==> src/rtl/data_mem.sv <==
// Word-addressed data memory: one store and one tagged, fixed-latency load per cycle.
// Optional macro DMEM_BYPASS_EN selects write-first for a same-edge store/load collision.
module data_mem #(
    parameter  int SIZE     = 32,
    parameter  int MEM_ROWS = 64,
    parameter  int ROB_ROWS = 16,
    parameter  int READ_LAT = 1,
    localparam int AW       = $clog2(MEM_ROWS),
    localparam int RW       = $clog2(ROB_ROWS),
    localparam int IW       = $clog2(READ_LAT + 1)
) (
    input  logic            clk,
    input  logic            rst_n,
    input  logic            EnWrite,
    input  logic [AW-1:0]   write_addr,
    input  logic [SIZE-1:0] write_data,
    input  logic            read_en,
    input  logic [AW-1:0]   read_addr,
    input  logic [RW-1:0]   in_robn,
    output logic [SIZE-1:0] read_data,
    output logic            read_valid,
    output logic [RW-1:0]   out_robn,
    output logic            wr_ack,
    output logic [IW-1:0]   inflight
);

    localparam int LAST = READ_LAT - 1;

    logic [SIZE-1:0] mem_q  [MEM_ROWS];
    logic            vld_q  [READ_LAT];
    logic [SIZE-1:0] data_q [READ_LAT];
    logic [RW-1:0]   robn_q [READ_LAT];
    logic            wr_ack_q;
    logic [IW-1:0]   inflight_q;
    logic [IW-1:0]   inflight_d;
    logic [SIZE-1:0] load_word;

    always_comb begin
        load_word = mem_q[read_addr];
`ifdef DMEM_BYPASS_EN
        if (EnWrite && (write_addr == read_addr)) begin
            load_word = write_data;
        end
`endif
    end

    // At most READ_LAT valid stages exist, so this never wraps.
    always_comb begin
        inflight_d = inflight_q + IW'(read_en) - IW'(vld_q[LAST]);
    end

    always_ff @(posedge clk or negedge rst_n) begin
        if (!rst_n) begin
            for (int i = 0; i < MEM_ROWS; i++) begin
                mem_q[i] <= '0;
            end
            for (int s = 0; s < READ_LAT; s++) begin
                vld_q[s]  <= 1'b0;
                data_q[s] <= '0;
                robn_q[s] <= '0;
            end
            wr_ack_q   <= 1'b0;
            inflight_q <= '0;
        end else begin
            if (EnWrite) begin
                mem_q[write_addr] <= write_data;
            end
            wr_ack_q <= EnWrite;

            // Payload only advances with a valid beat so the output holds its last result.
            vld_q[0] <= read_en;
            if (read_en) begin
                data_q[0] <= load_word;
                robn_q[0] <= in_robn;
            end
            for (int s = 1; s < READ_LAT; s++) begin
                vld_q[s] <= vld_q[s-1];
                if (vld_q[s-1]) begin
                    data_q[s] <= data_q[s-1];
                    robn_q[s] <= robn_q[s-1];
                end
            end

            inflight_q <= inflight_d;
        end
    end

    // read_valid qualifies read_data/out_robn for exactly one cycle; the consumer cannot stall it.
    assign read_valid = vld_q[LAST];
    assign read_data  = data_q[LAST];
    assign out_robn   = robn_q[LAST];
    assign wr_ack     = wr_ack_q;
    assign inflight   = inflight_q;

endmodule

==> config.mk <==
export PLATFORM = sky130hd
export DESIGN_NAME = data_mem
export DESIGN_NICKNAME = d
export VERILOG_FILES = /design/src/rtl/data_mem.sv
export SDC_FILE = /design/constraint.sdc
export NUM_CORES = 2
export LEC_CHECK = 0
export BUFFER_PORTS_ARGS = -buffer_cell sky130_fd_sc_hd__buf_2
export CORE_UTILIZATION = 25
export CTS_CLUSTER_DIAMETER = 50
export DETAILED_ROUTE_END_ITERATION = 8
export PLACE_DENSITY = 0.5
export SLEW_MARGIN = 40
export SYNTH_ARGS = -nofsm -noshare
export SYNTH_HDL_FRONTEND = slang
export SYNTH_SLANG_ARGS = --single-unit
==> constraint.sdc <==
create_clock -name clk -period 4.4 [get_ports clk]
set_clock_uncertainty 0.2 [all_clocks]
set_input_delay 0.88 -clock clk [delete_from_list [all_inputs] [get_ports clk]]
set_output_delay 0.88 -clock clk [all_outputs]
set_load 0.01 [all_outputs]
==> impl_results.md <==
- XOR/XNOR Fraction of Synth Area: less than 1%
- Sink Count: ~2100
- CTS H-tree lvls: 5
- Syn_nets: 6346
- Cells after synthesis: 6294
- Hpwl dp: 188000 um
- GRT Util Overall: 15.6%
- Routed Antenna Nets: 0
- Max VDD drop: ~320 uV
- Cells after DPL: 11100
- GRT overflow: 0
- Final nets: 6435
- Die area: 379000 um^2
- Standby leakage power: 0.0504 uW
- Cts bufs inserted: around 270
- Ranking of synthesized cells by area: dfrtp_1 (55%), mux2_2 (23%), mux4_2 (8.4%)
- Pwr/cell area: ~460 nW/um^2
- Cell area after synthesis: 94100 um^2
- First-pass GRT wire length: 439000 um
- Initial antenna violation count: 23
- CP bufs+invs: 3
- Drt via density: 4.79
- Max-slew headroom: ~43%
- Initial Util: between 20 and 30%
- CTS root buf: clkbuf_16
- Reg power frac: ~45%
- NetSw: 12700 uW
- CP delay by family, top: simple AND/OR/NAND/NOR gates
- Number of buffers added on ports: 90
- Syn_area_per_cell: roughly 15 um^2
- Synth warn: 0
- DP Area: 102000 um^2
- Adder-Cell Fraction of Synth Area: 0%
- CTS tree: done
- Worst R2R Start: read_data[30]
- Via count: 55500
- Clock transition at path regs: 0.06 ns
- Crit share post-route: between 70% and 80%
- Fmax: 0.324 GHz
- Final cell count without fillers: 11600
- Routed length per instance: about 26 um
- Drt total wl: 298000 um
- CP dominant cell by count: buf_4
- Core box area: 374000 um^2
- Largest family of logic cells by synthesized area: multiplexers
- Worst Setup Start Kind: input pin
- I/O pins: 91
- Period minus WS final: 3.09 ns
- Gp weighted congestion: 0.783
- Rows: 224
- CP arrival: 3.65 ns
- Slew Limit Fails: 0
- Final TNS setup: 0 ns
- Die width: 616 um
- Setup CP Type: in -> reg
- Worst Tran Pin Value: approximately 0.85 ns
- Number of fillers in the final layout: 37000
- Worst Setup End Kind: flip-flop
- Area grow syn2layout: 18.4%
- Post-synthesis simple-gate area fraction: about 2.4%
- Endpoints failing hold: 0
- Most common cell after layout, fill and taps aside: dfrtp_1
- Clock power share: 43.6%
- Layout cells sized above 1: just under 50%
- Critical Path Fanout Max: 25
- Overall power: 51500 uW
- Critical Path RT: 4.96 ns
- Min-delay src: EnWrite
- Worst-path cell chain: buf_4 > nand2b_2 > buf_4 > a211oi_1 > nor4_1 > o32ai_1 > buf_4 > nand2_1
- Top-area cell type share of the netlist area: between 50% and 60%
- Register area share after synthesis: 55.5%
- Max cap viols: 0
- Internal power: 38800 uW
- Largest net degree at the start of global routing: 119
- Final setup vio count: 0
- Synthesis-stage register bit count: between 2000 and 2500
- Max incr delay on CP: 0.67 ns
- Die height: 616 um
- PostCTS Resize Cnt: 0
- Starting DRC count in detailed routing: 3258
- Switching portion of total power: 24.7%
- Clock Latency Late Sink: around 0.85 ns
- CP Launch Point: read_addr[4]
- Outcome: finished, final reports clean
- Register-to-Register Setup Slack: about 1.6 ns
- Comb pwr share: 11.7%
- Yosys cell types: 41
- DRT Pass-1 Iters: 7
- Unrepaired setup endpoints after global routing: false
- Crit-path slowest cell: nand2b_2
- Compound-Gate Fraction of Synth Area: 2.98%
- Mux contribution to synthesized area: around 36%
- Design Area, Final: around 110000 um^2
- Post-CTS Hold Fix Bufs: 5
- Hold Crit Class: in -> reg
- DRC Markers: 0
- Postcts setup bufs: 0
- Clock Path Buffers: 4
- Synth area leader: dfrtp_1
- Most frequent cells in the layout: dfrtp_1 (2087), mux2_2 (1958), mux4_2 (352)
- Number of global-route vias before repair: 60300
[cell families (layout without fill, tap and decap cells)]
| kind of cell | count (synthesis) | in the layout |
|---|---|---|
| AND/OR/NAND/NOR | 464 | 464 |
| XOR/XNOR | 2 | 2 |
| AO/OA/AOI/OAI | 416 | 416 |
| buffers and inverters | 633 | 917 |
| multiplexers | 2692 | 2692 |
| other | 0 | 15 |
| flip-flops | 2087 | 2087 |
[final cells by class]
cell class | instances | area, um^2 | area share (%)
flip-flops and latches | 2087 | 52200 | 46.9
multi-input cells | 3574 | 39600 | 35.5
clock buffers | 362 | 7680 | 6.89
well taps | 4972 | 6220 | 5.58
repair buffers | 449 | 4340 | 3.89
clock inverters | 106 | 1350 | 1.21
diodes | 15 | 37.5 | 0.0337
[worst paths after layout]
kind / end / depth (start not counted)
min in group asynchronous: mem_q[1145] / 2
max reg2reg: read_data[30] / 6
max in group asynchronous: mem_q[1827] / 4
min reg2reg: mem_q[1188] / 1
max: read_data[18] / 8
min: wr_ack / 2
[stage by stage]
step	worst slack (ns)	hold slack, ns	util (%)
after global routing	1.23	0.209	29.8
after detailed placement	0.396	0.270	27.4
after CTS	1.31	0.193	29.8
after floorplan	1.68	0.252	-
final	1.31	0.264	29.8
after global placement	0.0139	0.255	27.4
[flip-flops by register name, summed over array words and instances (netlist names)]
signal	cells
out_robn	4
mem_q	2048
read_valid	1
wr_ack	1
inflight	1
read_data	32
[Yosys cell counts]
master	number
a21oi_1	96
and2b_1	1
buf_4	15
nand4b_1	3
clkbuf_2	1
or3_1	1
xnor2_1	2
a22oi_1	128
nand2_1	117
buf_6	6
buf_1	44
and2_1	5
mux2_4	1
nand3_1	6
nand2b_1	2
or4_1	1
nand4_1	2
or4b_1	1
o22ai_1	95
mux2_2	1958
and3_1	1
o221ai_1	1
mux2_1	125
nor2_1	140
clkbuf_1	276
buf_2	291
nor4_1	63
a211oi_1	64
or3b_2	2
mux4_2	352
nor4bb_1	1
nor3b_1	2
nor2b_1	101
mux2i_1	256
o32ai_1	32
nor2_2	8
or2_2	1
dfrtp_1	2087
nor3_1	1
nand4bb_1	2
nand3b_1	3
[power groups by stage]
stage          logic (uW)  clock network [uW]  registers [uW]
6_report             6020               22400           23100
4_1_cts              6110               23000           23100
5_1_grt              6530               23800           23400
2_1_floorplan        4250                   0           22900
3_5_place_dp         6100                   0           23400
3_3_place_gp         5910                   0           23200
[per-layer routing]
metal / vias up / share of wire (%) / GRT usage [%] / wire length (um)
met3: 468 / 3.8 / 2.28 / 11400
met1: 30500 / 44 / 20.6 / 132000
met5: - / 0.023 / 0 / 69
met2: 1022 / 48 / 25.9 / 144000
li1: 23400 / - / - / -
met4: 12 / 3.5 / 5.57 / 10300
No activity file was read; power rests on OpenSTA's default activity.
